### config.mk
export PLATFORM = sky130hd
export DESIGN_NAME = dca_matrix_wbeat_packer_flat
export DESIGN_NICKNAME = d
export VERILOG_FILES = /design/src/rtl/dca_matrix_wbeat_packer_if.sv /design/src/rtl/dca_matrix_wbeat_packer.sv /design/src/flat_wrapper.sv
export SDC_FILE = /design/constraint.sdc
export NUM_CORES = 1
export LEC_CHECK = 0
export CORE_MARGIN = 4
export CORE_UTILIZATION = 30
export DETAILED_ROUTE_END_ITERATION = 10
export PLACE_DENSITY = 0.49
export SETUP_SLACK_MARGIN = 0.05
export SLEW_MARGIN = 10
export SYNTH_ARGS = -nofsm -noshare
export SYNTH_HDL_FRONTEND = slang
export SYNTH_SLANG_ARGS = --single-unit
### constraint.sdc
create_clock -name clk -period 2.8 [get_ports clk]
set_input_delay 0.56 -clock clk [delete_from_list [all_inputs] [get_ports clk]]
set_output_delay 0.56 -clock clk [all_outputs]
set_load 0.01 [all_outputs]
### src/rtl/dca_matrix_wbeat_packer_if.sv
// Row-input and AXI W-output bundle for the matrix W-beat packer.
// The packer uses the slave modport; the upstream/AXI side uses master.
interface dca_matrix_wbeat_packer_if #(
  parameter int BW_ROW_BUFFER = 256,
  parameter int BW_AXI_DATA   = 32,
  parameter int BW_AXI_ALEN   = 8
);
  logic                       row_valid;
  logic                       row_ready;
  logic [BW_ROW_BUFFER-1:0]   row_data;
  logic [BW_ROW_BUFFER-1:0]   row_mask;
  logic [BW_AXI_ALEN-1:0]     row_alen;
  logic                       wvalid;
  logic                       wready;
  logic [BW_AXI_DATA-1:0]     wdata;
  logic [BW_AXI_DATA/8-1:0]   wstrb;
  logic                       wlast;
  logic                       busy;
  logic                       overrun_err;

  modport slave (
    input  row_valid, row_data, row_mask, row_alen, wready,
    output row_ready, wvalid, wdata, wstrb, wlast, busy, overrun_err
  );

  modport master (
    output row_valid, row_data, row_mask, row_alen, wready,
    input  row_ready, wvalid, wdata, wstrb, wlast, busy, overrun_err
  );
endinterface

### src/rtl/dca_matrix_wbeat_packer.sv
// Serializes one aligned memory row into AXI W beats with byte strobes and WLAST.
// Holds one row; the next row is taken on the last beat's handshake for gapless bursts.
module dca_matrix_wbeat_packer #(
  parameter int BW_ROW_BUFFER = 256,
  parameter int BW_AXI_DATA   = 32,
  parameter int BW_AXI_ALEN   = 8
) (
  input  logic                    clk,
  input  logic                    rstnn,
  dca_matrix_wbeat_packer_if.slave bus
);
  localparam int NUM_SLOT = BW_ROW_BUFFER / BW_AXI_DATA;
  localparam int NUM_BYTE = BW_AXI_DATA / 8;

  typedef enum logic {
    S_IDLE = 1'b0,
    S_SEND = 1'b1
  } state_t;

  state_t                   r_state;
  state_t                   w_state_nxt;
  logic                     r_ready_en;
  logic                     r_overrun;
  logic [BW_AXI_ALEN-1:0]   r_beat_cnt;
  logic [BW_AXI_ALEN-1:0]   r_alen;
  logic [BW_ROW_BUFFER-1:0] r_data;
  logic [BW_ROW_BUFFER-1:0] r_mask;

  logic                     w_send;
  logic                     w_last;
  logic                     w_beat_hs;
  logic                     w_row_ready;
  logic                     w_row_hs;
  logic                     w_overrun;
  logic [31:0]              w_shift;
  logic [BW_AXI_DATA-1:0]   w_data_slice;
  logic [BW_AXI_DATA-1:0]   w_mask_slice;
  logic [NUM_BYTE-1:0]      w_strb;

  assign w_send      = (r_state == S_SEND);
  assign w_last      = w_send && (r_beat_cnt == r_alen);
  assign w_beat_hs   = w_send && bus.wready;
  // wready reaches row_ready combinationally so a new row lands on the final beat.
  assign w_row_ready = r_ready_en && (!w_send || (bus.wready && w_last));
  assign w_row_hs    = bus.row_valid && w_row_ready;
  assign w_overrun   = w_row_hs && (32'(bus.row_alen) >= 32'(NUM_SLOT));

  // Slots past the end of the row shift out to zero, giving empty overrun beats.
  assign w_shift      = 32'(r_beat_cnt) * 32'(BW_AXI_DATA);
  assign w_data_slice = BW_AXI_DATA'(r_data >> w_shift);
  assign w_mask_slice = BW_AXI_DATA'(r_mask >> w_shift);

  always_comb begin
    // NOTE: every always_comb output gets a default first so no path can infer a latch.
    w_strb = '0;
    for (int b = 0; b < NUM_BYTE; b++) begin
      w_strb[b] = |w_mask_slice[b*8 +: 8];
    end
  end

  always_comb begin
    w_state_nxt = r_state;
    unique case (r_state)
      S_IDLE:  if (w_row_hs) w_state_nxt = S_SEND;
      S_SEND:  if (w_beat_hs && w_last && !w_row_hs) w_state_nxt = S_IDLE;
      default: w_state_nxt = S_IDLE;
    endcase
  end

  always_ff @(posedge clk or negedge rstnn) begin
    // NOTE: sequential state uses non-blocking assignments so every register samples pre-edge values.
    if (!rstnn) begin
      r_state <= S_IDLE;
    end else begin
      r_state <= w_state_nxt;
    end
  end

  always_ff @(posedge clk or negedge rstnn) begin
    if (!rstnn) begin
      // NOTE: the row holding registers are cleared too, so wdata reads zero straight out of reset.
      r_ready_en <= 1'b0;
      r_overrun  <= 1'b0;
      r_beat_cnt <= '0;
      r_alen     <= '0;
      r_data     <= '0;
      r_mask     <= '0;
    end else begin
      r_ready_en <= 1'b1;
      r_overrun  <= w_overrun;
      if (w_row_hs) begin
        r_data     <= bus.row_data;
        r_mask     <= bus.row_mask;
        r_alen     <= bus.row_alen;
        r_beat_cnt <= '0;
      end else if (w_beat_hs && !w_last) begin
        r_beat_cnt <= r_beat_cnt + 1'b1;
      end
    end
  end

  assign bus.row_ready   = w_row_ready;
  assign bus.wvalid      = w_send;
  assign bus.busy        = w_send;
  assign bus.wlast       = w_last;
  assign bus.wdata       = w_send ? w_data_slice : '0;
  assign bus.wstrb       = w_send ? w_strb : '0;
  assign bus.overrun_err = r_overrun;
endmodule

### src/flat_wrapper.sv
// flat-port wrapper written by rule: the top's interface ports become plain ports
module dca_matrix_wbeat_packer_flat 
#(
  parameter int BW_ROW_BUFFER = 256,
  parameter int BW_AXI_DATA   = 32,
  parameter int BW_AXI_ALEN   = 8
)
  (clk, rstnn, bus_row_valid, bus_row_data, bus_row_mask, bus_row_alen, bus_wready, bus_row_ready, bus_wvalid, bus_wdata, bus_wstrb, bus_wlast, bus_busy, bus_overrun_err);
  dca_matrix_wbeat_packer_if #(.BW_ROW_BUFFER(BW_ROW_BUFFER), .BW_AXI_DATA(BW_AXI_DATA), .BW_AXI_ALEN(BW_AXI_ALEN)) bus_i ();
  input  logic clk;
  input  logic rstnn;
  input wire logic [$bits(bus_i.row_valid)-1:0] bus_row_valid;
  input wire logic [$bits(bus_i.row_data)-1:0] bus_row_data;
  input wire logic [$bits(bus_i.row_mask)-1:0] bus_row_mask;
  input wire logic [$bits(bus_i.row_alen)-1:0] bus_row_alen;
  input wire logic [$bits(bus_i.wready)-1:0] bus_wready;
  output wire logic [$bits(bus_i.row_ready)-1:0] bus_row_ready;
  output wire logic [$bits(bus_i.wvalid)-1:0] bus_wvalid;
  output wire logic [$bits(bus_i.wdata)-1:0] bus_wdata;
  output wire logic [$bits(bus_i.wstrb)-1:0] bus_wstrb;
  output wire logic [$bits(bus_i.wlast)-1:0] bus_wlast;
  output wire logic [$bits(bus_i.busy)-1:0] bus_busy;
  output wire logic [$bits(bus_i.overrun_err)-1:0] bus_overrun_err;
  assign bus_i.row_valid = bus_row_valid;
  assign bus_i.row_data = bus_row_data;
  assign bus_i.row_mask = bus_row_mask;
  assign bus_i.row_alen = bus_row_alen;
  assign bus_i.wready = bus_wready;
  assign bus_row_ready = bus_i.row_ready;
  assign bus_wvalid = bus_i.wvalid;
  assign bus_wdata = bus_i.wdata;
  assign bus_wstrb = bus_i.wstrb;
  assign bus_wlast = bus_i.wlast;
  assign bus_busy = bus_i.busy;
  assign bus_overrun_err = bus_i.overrun_err;
  dca_matrix_wbeat_packer #(.BW_ROW_BUFFER(BW_ROW_BUFFER), .BW_AXI_DATA(BW_AXI_DATA), .BW_AXI_ALEN(BW_AXI_ALEN)) u_core (.clk(clk), .rstnn(rstnn), .bus(bus_i));
endmodule
Word level (Yosys, flattened, before mapping)
Index checks and enable logic that the tools add are counted.
- register bits: 531
- output and inout bits: 41
- logic and storage cells: 38
- add/subtract/negate cells: 1
- $lt $le $gt $ge: 1
- equal/unequal tests: 1
- shifts and indexed selects: 2
- muxes and demuxes: 7
- bitwise gates (word level): 1
- reduce and logical (&&, ||, !) cells: 18
- operators with widths (operator ; count):
    256-bit by 13-bit right shift with 32-bit output ; 2
    32-bit two-way mux ; 1
    8-bit OR reduction ; 4
    8-bit two-way mux ; 2
    1-bit logical AND ; 9
    8-bit by 1-bit adder with 8-bit output (second input constant) ; 1
    8-bit == test ; 1
    8-bit by 4-bit >= comparator with 1-bit output (second input constant) ; 1
    4-bit two-way mux ; 1
    1-bit zero test ; 3
    1-bit two-way mux ; 2
    1-bit case mux with 2 select lines ; 1
    2-bit nonzero test ; 1
    1-bit logical OR ; 1
    1-bit inverter ; 1

Logic depth before layout (Yosys ltp)
Gate-level depths: netlist (run 1).
- depth in word-level cells: 10
- depth in mapped cells: 8

Worst setup path after synthesis (run 1)
No wires, ideal clock.
- path type: register -> register
- from: register u_core.r_beat_cnt[0]
- to: register u_core.r_mask[200]
- library setup time: 0.127 ns
- arrival time: 2.275 ns
- slack: 0.398 ns
- stages on the path, launching flop included: 9
- buffers on the path: 3
- period minus slack after synthesis: 2.402 ns
- path through: dfrtp_1 -> buf_4 -> xor2_1 -> nor4_4 -> nand3_2 -> a21oi_4 -> buf_4 -> buf_4 -> mux2_1
- longest elaborated chain between the ends: 6
- RTL lines (element ; line ; RTL):
    start, declared ; dca_matrix_wbeat_packer.sv:24 ; logic [BW_AXI_ALEN-1:0] r_beat_cnt;
    start signal, assigned ; dca_matrix_wbeat_packer.sv:97 ; r_beat_cnt <= r_beat_cnt + 1'b1;
    8-bit == test ; dca_matrix_wbeat_packer.sv:41 ; assign w_last = w_send && (r_beat_cnt == r_alen);
    1-bit logical AND ; dca_matrix_wbeat_packer.sv:41 ;
    1-bit logical AND ; dca_matrix_wbeat_packer.sv:44 ; assign w_row_ready = r_ready_en && (!w_send || (bus.wready && w_last));
    1-bit logical OR ; dca_matrix_wbeat_packer.sv:44 ;
    1-bit logical AND ; dca_matrix_wbeat_packer.sv:44 ;
    1-bit logical AND ; dca_matrix_wbeat_packer.sv:45 ; assign w_row_hs = bus.row_valid && w_row_ready;
    end signal, assigned ; dca_matrix_wbeat_packer.sv:93 ; r_mask <= bus.row_mask;
    end, declared ; dca_matrix_wbeat_packer.sv:27 ; logic [BW_ROW_BUFFER-1:0] r_mask;
No other way between the ends.
A chain may end at the register's enable or synchronous reset.

Worst setup path after layout (run 1)
- from: register u_core.r_beat_cnt[0]
- to: output bus_wdata[29]
- longest elaborated chain between the ends: 2
- RTL lines (element ; line ; RTL):
    256-bit by 13-bit right shift with 32-bit output ; dca_matrix_wbeat_packer.sv:50 ; assign w_data_slice = BW_AXI_DATA'(r_data >> w_shift);
    32-bit two-way mux ; dca_matrix_wbeat_packer.sv:106 ; assign bus.wdata = w_send ? w_data_slice : '0;
    end, declared ; flat_wrapper.sv:19 ; output wire logic [$bits(bus_i.wdata)-1:0] bus_wdata;
No other way between the ends.

==> run metrics, run 1 <==
Avg WL per Cell=around 25 um; share of post-route cells with drive strength above 1=between 20% and 30%; crit path from=u_core.r_beat_cnt[0]; period utilisation layout=104%; Crit path depth=6; Final setup viols=37; Critical Path Max Stage Delay=0.51 ns; die span in x=285 um; Hold Crit Class=register to register; slack of the critical path=-0.114 ns; area share of the largest cell type after synthesis=roughly 58%; Rows=between 100 and 150; Worst R2R Start=u_core.r_beat_cnt[0]; Inserted Clock Buffers=61; clk slew on worst S/H paths=around 0.06 ns; GPL Wtd Cong=roughly 0.8; Buf/Inv on CP=3; P_sw=about 9.3 mW; Synth area leaders=dfrtp_1, mux2_1, mux4_2; # Max-Cap Violations=0; Cell Area, Synth=~0.023 mm^2; Root Buffer=clkbuf_16; PortBufs=564; crit path capture type=output port; slowest cell on the critical path=mux4_2; TNS Setup=-2.02 ns; Cell Pwr Density=945 mW/mm^2; final WL=~80,000 um; GRT Total Usage=17.2%; gr ovfl total=0; FF-to-FF End=u_core.r_data[82]; worst-margin pin slew=0.620 ns; post-synthesis cell type count=35; Flop pwr share=around two fifths; Worst setup SP type=register; Clk pwr share=about a quarter; vias in the first global route=~17,000; failing checks=negative setup slack; crit-path leading delay family=multiplexers; # nets final=approximately 2,700; CORE AREA=~0.076 mm^2; R2R depth=12; DP HPWL=about 53,000 um; clk sinks=between 500 and 600; crit-path most repeated cell=buf_12; P_leak=14.7 nW; Routed Antenna Nets=0; final hold vios=0; Worst R2R Setup Slack=~0.020 ns; Die Ht=285 um; FMAX=roughly 340 MHz; Setup CP Type=register to output port; die area=around 0.081 mm^2; first-pass GRT wire length=106,000 um; Avg Inst Size Synth=15.9 um^2; Yosys Warn Count=0; worst path cell trace=buf_12 -> buf_12 -> mux4_2 -> mux2i_1 -> nor2_1 -> buf_2; Final min period=about 3 ns; initial antenna violation count=29; cell taking the most area after synthesis=dfrtp_1; Core Util, Final=45.8%; CTS tree=done; P_int=around 24 mW; Clock Path Buffers=3; RSZ-0062 raised after global routing=yes; routed via count=between 15,000 and 20,000; # H-tree levels=2; sequential area share after synthesis=between 50% and 60%; residual DRC count=0; status=complete, but fails checks; Via density=about 4.8; First-pass DRT Iterations=4; Mapped Cells=~1,400; 1st-iter DRT viols=588; WP data arrival=between 2 and 2.5 ns; syn_nets=a little under 2,000; crit path to=bus_wdata[29]; final number of max-transition violations=0; Combinational Power Share=a little under a third; pin count of the biggest net entering global routing=84; initial core utilization=30.3%; switching share of total power=28.4%; crit-path max FO=8; worst clock skew=0.0250 ns; Slew headroom=a little under three fifths; CP Data Required Time=~2.2 ns; Ports=approximately 570; Worst-Skew Late Latency=0.61 ns; #FFs+latches synth=around 530; VDD IR-drop max=0.462 mV; area added between synthesis and finish=51.4%
worst register-to-register path, stage by stage, from the launching register on:
cell,delay (ns)
dfrtp_4,0.55
buf_4,0.16
buf_6,0.10
xor2_1,0.17
nor4_4,0.21
nand3_2,0.16
buf_6,0.15
a21oi_4,0.23
buf_12,0.16
buf_12,0.10
clkbuf_16,0.16
clkbuf_16,0.18
mux2_1,0.32
Yosys cell counts, drive strengths merged:
library cell,instances
nor4,67
a2111oi,3
dfrtp,531
or4,1
xor2,8
mux4,64
nand3,18
mux2i,33
nor2b,2
clkbuf,20
inv,1
ha,1
nand3b,1
a41oi,4
xnor2,7
buf,66
a211oi,3
conb,1
o2111ai,4
nor2,42
o211ai,12
o21a,1
a21oi,2
and2,1
mux2,520
nand2,24
and3,2
sequential cells by signal, indices dropped and copies added (netlist names):
signal	count
u_core.bus.busy	1
u_core.r_data	256
u_core.r_beat_cnt	8
u_core.r_alen	8
u_core.r_mask	256
u_core.r_ready_en	1
u_core.bus.overrun_err	1
placed cells by master, fill, tap and decap left out, drive strengths merged:
master         Yosys  layout
inv                1       2
o2111ai            4       4
o21a               1       1
nor2              42      42
nor2b              2       2
buf               66     175
nand3             18      18
clkinvlp           0       1
a21oi              2       2
and3               2       2
a211oi             3       3
diode              0      14
conb               1       1
o211ai            12      12
ha                 1       1
clkinv             0      13
a41oi              4       4
clkdlybuf4s50      0     525
mux4              64      64
and2               1       1
a2111oi            3       3
bufinv             0       9
mux2i             33      33
xnor2              7       7
clkbuf            20     136
dfrtp            531     531
or4                1       1
mux2             520     520
nor4              67      67
xor2               8       8
nand3b             1       1
dlygate4sd3        0       1
nand2             24      24
repair_timing:
item	in CTS	in global routing
resized for setup	194	161
buffers inserted	17	28
pin swaps	20	31
hold buffers	1	0
hold endpoints to repair	41	0
cloned	6	63
endpoints found under the setup margin	38	438
routing by layer:
metal | up-vias | GRT usage (%) | wire length [um]
met4 | 34 | 3.95 | 1240
met1 | 7842 | 21.9 | 33900
met5 | - | 0 | 238
met3 | 103 | 5.46 | 5090
met2 | 435 | 28.8 | 38300
li1 | 6841 | - | -
power by group through the flow:
stage	logic [mW]	clock network, mW	registers, mW
after floorplan	6.11	0	12.7
after global routing	11.4	9.20	14.2
after detailed placement	9.06	0	13.6
after CTS	9.75	8.90	13.7
final	10.4	8.62	13.8
after global placement	8.84	0	13.5
logic make-up after synthesis:
group | Yosys count | synth area share (%)
compound gates | 29 | 1.04
xor+xnor | 15 | 0.573
fa+ha+maj | 1 | 0.0545
buf+inv | 87 | 3.52
flops | 531 | 57.9
mux | 617 | 33.2
other cells | 1 | 0.0163
simple gates | 158 | 3.65
per-stage QoR:
step                setup slack [ns]  total power [mW]  std cells  instance area [um^2]  hold slack, ns
floorplan                      0.398              18.8       1439                 22900           0.264
global placement              0.0657              22.3       2971                 30000           0.464
detailed placement            0.0653              22.6       2971                 30000           0.469
CTS                           -0.228              32.3       3106                 32500           0.483
global route                  -0.233              34.8       3197                 34700           0.497
finish                        -0.114              32.8       3206                 34700           0.480
worst min path at each step:
| stage | startpoint | end | cells after the start |
|---|---|---|---|
| global route | u_core.r_mask[220] | u_core.r_mask[220] | 1 |
| finish | u_core.r_data[106] | u_core.r_data[106] | 1 |
| detailed placement | u_core.r_data[197] | u_core.r_data[197] | 1 |
| CTS | u_core.r_data[197] | u_core.r_data[197] | 1 |
| global placement | u_core.r_data[213] | u_core.r_data[213] | 1 |
| floorplan | rstnn | u_core.bus.busy | 0 |
final cells by class:
class | count | area, um^2
Antenna cell | 14 | 35.0
Clock buffer | 89 | 1830
Clock inverter | 24 | 378
Fill cell | 6700 | 41100
Inverter | 1 | 3.75
Multi-Input combinational cell | 821 | 9340
Sequential cell | 531 | 13300
Tap cell | 978 | 1220
Timing Repair Buffer | 748 | 8630
(Power assumes the default switching activity.)
==> run 2: changes to the inputs <==
--- a/config.mk
+++ b/config.mk
@@ -10,6 +10,7 @@
 export DETAILED_ROUTE_END_ITERATION = 10
 export PLACE_DENSITY = 0.49
 export SETUP_SLACK_MARGIN = 0.05
+export SKIP_LAST_GASP = 1
 export SLEW_MARGIN = 10
 export SYNTH_ARGS = -nofsm -noshare
 export SYNTH_HDL_FRONTEND = slang
==> run 2 against run 1 <==
  * The flow still finishes with violations (negative setup slack)
  * Critical endpoint unchanged
  * Cell area is 5.1% lower
  * First-iteration DRC count shrank 22%
  * Utilization decreased by 2.3 points
  * Largest cell class unchanged
  * Largest power group unchanged
  * Fmax barely moved
  * Register-to-register slack improved by 0.11 ns
  * Clock power is essentially flat
  * Die area did not move
  * Routed wire length fell by 8.5%
  * Global-route usage about the same
  * Sequential share of layout area increased by 2.1 points
  * Worst setup slack hardly changed
  * Count of clock-buffer cells in the layout unchanged
==> run metrics, run 2 (synthesis gave the netlist of run 1 again) <==
status=complete, but fails checks; failing checks=negative setup slack; slowest cell on the critical path=dfrtp_4; GRT Total Usage=17.2% (about the same); WP data arrival=2.35 ns (about the same); Flop pwr share=42.9% (+1.0 points); P_leak=13.9 nW (-5.6%); PortBufs=564 (unchanged); first-pass GRT wire length=106,000 um (about the same); dpl cells=2,971 (unchanged); CORE AREA=0.0758 mm^2 (unchanged); Routed Antenna Nets=0 (unchanged); Inserted Clock Buffers=61 (unchanged); Root Buffer=clkbuf_16; slack of the critical path=-0.115 ns (-0.000432 ns); clk slew on worst S/H paths=0.06 ns (about the same); pin count of the biggest net entering global routing=84 (unchanged); die area=0.0810 mm^2 (unchanged); commonest cells after routing, fill and taps aside=dfrtp_1, clkdlybuf4s50_1, mux2_1, clkbuf_16, mux4_2; final WL=72,100 um (-8.5%); routed via count=14,700 (-3.4%); # Max-Cap Violations=0 (unchanged); # nets final=2,623 (-2.5%); Final min period=2.91 ns (+0.000432 ns); switching share of total power=28.5% (+0.039 points); initial antenna violation count=29 (unchanged); pre-CTS setup slack=0.0653 ns (unchanged); crit-path max FO=8 (unchanged); FMAX=343 MHz (about the same); 1st-iter DRT viols=460 (-22%); initial core utilization=30.3% (unchanged); worst-margin pin slew=0.694 ns (+0.0737 ns); Worst setup SP type=register; final hold vios=0 (unchanged); Ports=565 (unchanged); TNS Setup=-1.74 ns (+0.285 ns); Combinational Power Share=30.2% (-1.6 points); Slew headroom=53.3% (-4.3 points); share of post-route cells with drive strength above 1=17.3% (-6.8 points); Clk pwr share=27.0% (+0.7 points); P_sw=9.09 mW (-2.7%); vias in the first global route=16,600 (-0.0060%); GPL Wtd Cong=0.779 (unchanged); clk sinks=531 (unchanged); DP HPWL=52,700 um (unchanged); Clock Path Buffers=3 (unchanged); CTS tree=done; worst clock skew=0.0271 ns (+0.00219 ns); RSZ-0062 raised after global routing=yes; most common cell after layout, fill and taps aside=dfrtp_1; die span in x=285 um (unchanged); Cell Pwr Density=968 mW/mm^2 (+2.4%); period utilisation layout=104% (about the same); First-pass DRT Iterations=4 (unchanged); Rows=101 (unchanged); crit path capture type=output port; crit-path most repeated cell=buf_12; VDD IR-drop max=0.463 mV (+0.30%); Avg WL per Cell=23.0 um (-6.5%); Buf/Inv on CP=3 (unchanged); Top Registers=u_core.r_data: 256 flops, u_core.r_mask: 256 flops; Core Util, Final=43.5% (-2.3 points); Via density=4.70 (-1.3%); # H-tree levels=2 (unchanged); residual DRC count=0 (unchanged); gr ovfl total=0 (unchanged); worst path cell trace=buf_12 -> buf_12 -> mux4_2 -> mux2i_1 -> nor2_1 -> buf_2; crit-path leading delay family=multiplexers; Die Ht=285 um (unchanged); Setup CP Type=register to output port; Final setup viols=35 (-5.4%); final number of max-transition violations=0 (unchanged); area added between synthesis and finish=43.6%; P_int=22.8 mW (-2.9%); Hold Crit Class=register to register; Layout Cells excl Fill=3,139 (-2.1%); CP Data Required Time=2.24 ns (about the same); Critical Path Max Stage Delay=0.50 ns (about the same); Worst-Skew Late Latency=0.61 ns (about the same)
[run 2: per-layer routing]
| layer | track usage, % | vias up | share of wire (%) |
|---|---|---|---|
| met3 | 5.40 | 109 | 6.8 |
| met2 | 28.9 | 421 | 49 |
| li1 | - | 6692 | - |
| met1 | 22.0 | 7483 | 43 |
| met5 | 0 | - | 0.33 |
| met4 | 3.88 | 34 | 1.8 |
[run 2: worst register-to-register path: stages, from the launching register on]
cell	delay [ns]
dfrtp_4	0.54
buf_4	0.16
xor2_1	0.17
nor4_4	0.22
nand3_2	0.14
buf_4	0.17
a21oi_4	0.21
buf_4	0.16
buf_12	0.20
buf_12	0.23
mux2_1	0.36
[run 2: path summary, 6_finish.rpt]
| kind | startpoint | to | slack [ns] | cells after the start |
|---|---|---|---|---|
| min in group asynchronous | rstnn | u_core.r_mask[111] | 0.52 | 2 |
| min reg2reg | u_core.r_data[106] | u_core.r_data[106] | 0.48 | 1 |
| max in group asynchronous | rstnn | u_core.r_data[145] | 1.31 | 3 |
| min | u_core.r_data[106] | u_core.r_data[106] | 0.48 | 1 |
| max reg2reg | u_core.r_beat_cnt[0] | u_core.r_mask[31] | 0.13 | 10 |
| max | u_core.r_beat_cnt[0] | bus_wdata[29] | -0.11 | 6 |
[run 2: power groups by stage]
stage	sequential, mW	clock (mW)	combinational (mW)
final	13.7	8.61	9.63
after global routing	14.2	9.19	10.6
after CTS	13.7	8.90	9.74
after detailed placement	13.6	0	9.06
after global placement	13.5	0	8.84
after floorplan	12.7	0	6.11
[run 2: per-stage QoR]
stage	power, mW	hold WS [ns]	area [um^2]
2_1_floorplan	18.8	0.264	22900
3_3_place_gp	22.3	0.464	30000
3_5_place_dp	22.6	0.469	30000
4_1_cts	32.3	0.483	32500
5_1_grt	34.0	0.497	32900
6_report	31.9	0.479	33000
[run 2: layout make-up]
cell class	count	area, um^2
antenna	13	32.5
clock inverter	24	378
fill	6845	42900
sequential	531	13300
inverter	1	3.75
tap	978	1220
timing repair buffer	682	7200
clock buffer	89	1830
multi-input combinational	821	8990
[run 2: timing repair]
item                       in CTS  in global routing
cloned                          6                 10
setup buffers                  17                 15
setup endpoints to repair      38                385
hold buffers                    1                  0
hold endpoints to repair       41                  0
gates resized for setup       189                 27
pin swaps                      19                 31
==> run 3: changes to the inputs <==
--- a/config.mk
+++ b/config.mk
@@ -8,6 +8,7 @@
 export CORE_MARGIN = 4
 export CORE_UTILIZATION = 30
 export DETAILED_ROUTE_END_ITERATION = 10
+export GPL_TIMING_DRIVEN = 0
 export PLACE_DENSITY = 0.49
 export SETUP_SLACK_MARGIN = 0.05
 export SKIP_LAST_GASP = 1
==> run 3 against run 2 <==
  * The run still ends with negative setup slack left
  * Routed wire length grew 7.4%
  * Critical path depth grew 1
  * Power grew 1.7%
  * Cell count grew 0.83%
  * Register-to-register slack gained 0.03 ns
  * Count of clock-buffer cells in the layout grew 9
  * Critical path type unchanged
  * Highest routed layer unchanged
==> run metrics, run 3 (synthesis gave the netlist of run 1 again) <==
status=complete, but fails checks; failing checks=negative setup slack; Avg WL per Cell=24.5 um (+6.5%); initial antenna violation count=39 (+34%); Die Ht=285 um (unchanged); # nets final=2,642 (+0.72%); final hold vios=0 (unchanged); 1st-iter DRT viols=549 (+19%); most common cell after layout, fill and taps aside=dfrtp_1; worst-margin pin slew=0.580 ns (-0.114 ns); Rows=101 (unchanged); fin area=0.0331 mm^2 (+0.50%); initial core utilization=30.3% (unchanged); hold path cells=1 (unchanged); period utilisation layout=103% (-0.86 points); Worst-Skew Late Latency=0.60 ns (about the same); gr ovfl total=0 (unchanged); Slew headroom=60.3% (+7.0 points); vias in the first global route=16,900 (+1.7%); Combinational Power Share=31.2% (+1.0 points); routed via count=15,000 (+1.5%); First-pass DRT Iterations=4 (unchanged); crit path capture type=output port; Clock Path Buffers=3 (unchanged); slowest cell on the critical path=mux4_2; Routed Antenna Nets=0 (unchanged); # H-tree levels=3 (+1); Root Buffer=clkbuf_16; RSZ-0062 raised after global routing=yes; crit-path max FO=5 (-3); residual DRC count=0 (unchanged); Setup CP Type=register to output port; CTS tree=done; die span in x=285 um (unchanged); die area=0.0810 mm^2 (unchanged); crit-path most repeated cell=buf_12; DP HPWL=58,500 um (+11%); share of post-route cells with drive strength above 1=17.9% (+0.66 points); P_leak=14.0 nW (+0.56%); commonest cells after routing, fill and taps aside=dfrtp_1, clkdlybuf4s50_1, mux2_1, clkbuf_16, mux4_2; WP data arrival=2.33 ns (-0.02 ns); # Max-Cap Violations=0 (unchanged); CORE AREA=0.0758 mm^2 (unchanged); R2R depth=10 (unchanged); Worst R2R Setup Slack=0.16 ns (+0.03 ns); Worst setup SP type=register; FMAX=346 MHz (+0.83%); first-pass GRT wire length=114,000 um (+6.7%); Ports=565 (unchanged); slack of the critical path=-0.0906 ns (+0.0241 ns); crit-path leading delay family=multiplexers; Worst R2R Start=u_core.r_beat_cnt[0]; worst clock skew=0.0175 ns (-0.00968 ns); worst path cell trace=buf_12 -> buf_16 -> buf_12 -> mux4_2 -> mux2i_1 -> nor2_2 -> buf_2; final number of max-transition violations=0 (unchanged); GPL Wtd Cong=0.804 (+3.2%); fill cell count=6,972 (+1.9%); hold path startpoint=u_core.r_data[229]; Flop pwr share=41.6% (-1.3 points); clk sinks=531 (unchanged); Final min period=2.89 ns (-0.0241 ns); area added between synthesis and finish=44.4%; Clk pwr share=27.2% (+0.2 points); PortBufs=564 (unchanged); clk slew on worst S/H paths=0.06 ns (about the same); final WL=77,400 um (+7.4%); pin count of the biggest net entering global routing=109 (+30%); Critical Path Max Stage Delay=0.49 ns (about the same); Top Registers=u_core.r_data: 256 flops, u_core.r_mask: 256 flops; P_int=23.0 mW (+0.85%); Via density=4.73 (+0.69%); switching share of total power=29.1% (+0.62 points); Final setup viols=34 (-2.9%); P_sw=9.44 mW (+3.9%); Inserted Clock Buffers=66 (+8.2%); CP Data Required Time=2.24 ns (about the same); Cell Pwr Density=980 mW/mm^2 (+1.2%); Final Power=32.5 mW (+1.7%); Buf/Inv on CP=4 (+1); dpl cell area=0.0300 mm^2 (-0.22%); GRT Total Usage=19.0% (+1.7 points); VDD IR-drop max=0.387 mV (-17%); FF-to-FF End=u_core.r_mask[157]; TNS Setup=-1.84 ns (-0.100 ns); Hold EP=u_core.r_data[229]; Core Util, Final=43.7% (+0.22 points); Hold Crit Class=register to register
run 3: per-stage QoR:
step / hold WS (ns) / instances / worst slack [ns]
after floorplan: 0.264 / 1439 / 0.398
after global placement: 0.462 / 2981 / -23.39
after CTS: 0.476 / 3146 / -0.214
final: 0.479 / 3165 / -0.0906
after global routing: 0.493 / 3150 / -0.209
after detailed placement: 0.469 / 2986 / -1.44
run 3: what timing repair did:
| action | CTS | global route |
|---|---|---|
| gates cloned | 5 | 1 |
| resized for setup | 312 | 29 |
| endpoints found under the hold margin | 59 | 0 |
| setup buffers | 35 | 3 |
| pin swaps | 14 | 21 |
| endpoints found under the setup margin | 567 | 42 |
| hold buffers | 1 | 0 |
run 3: area by class of cell:
cell class                 instances  area, um^2  share of cell area (%)
buffer                            85        1130                    3.41
antenna                           18        45.0                   0.136
timing repair buffer             611        6150                    18.6
tap                              978        1220                    3.69
multi-input combinational        821        9030                    27.3
clock inverter                    22         305                   0.922
clock buffer                      98        1950                    5.87
sequential                       531       13300                    40.1
inverter                           1        3.75                  0.0113
run 3: power groups by stage:
stage               logic, mW  registers (mW)  clock network, mW
global placement         8.79            13.4                  0
finish                   10.1            13.5               8.82
CTS                      10.3            13.3               9.10
global route             11.1            14.0               9.43
detailed placement       9.02            13.4                  0
floorplan                6.11            12.7                  0
run 3: metal layers:
metal	wire length, um	GRT usage [%]	vias up
met2	38400	32.8	442
met1	30700	22.2	7611
met5	306	0	-
met3	6610	8.05	135
li1	-	-	6727
met4	1340	3.54	48
run 3: how the worst max path moves through the flow:
stage,cells after the start,from,end
after floorplan,8,u_core.r_beat_cnt[0],u_core.r_mask[200]
after global placement,1,rstnn,u_core.r_data[235]
after detailed placement,7,u_core.r_beat_cnt[0],bus_wstrb[3]
after CTS,7,u_core.r_beat_cnt[0],bus_wstrb[1]
after global routing,7,u_core.r_beat_cnt[0],bus_wdata[3]
final,7,u_core.r_beat_cnt[0],bus_wdata[25]
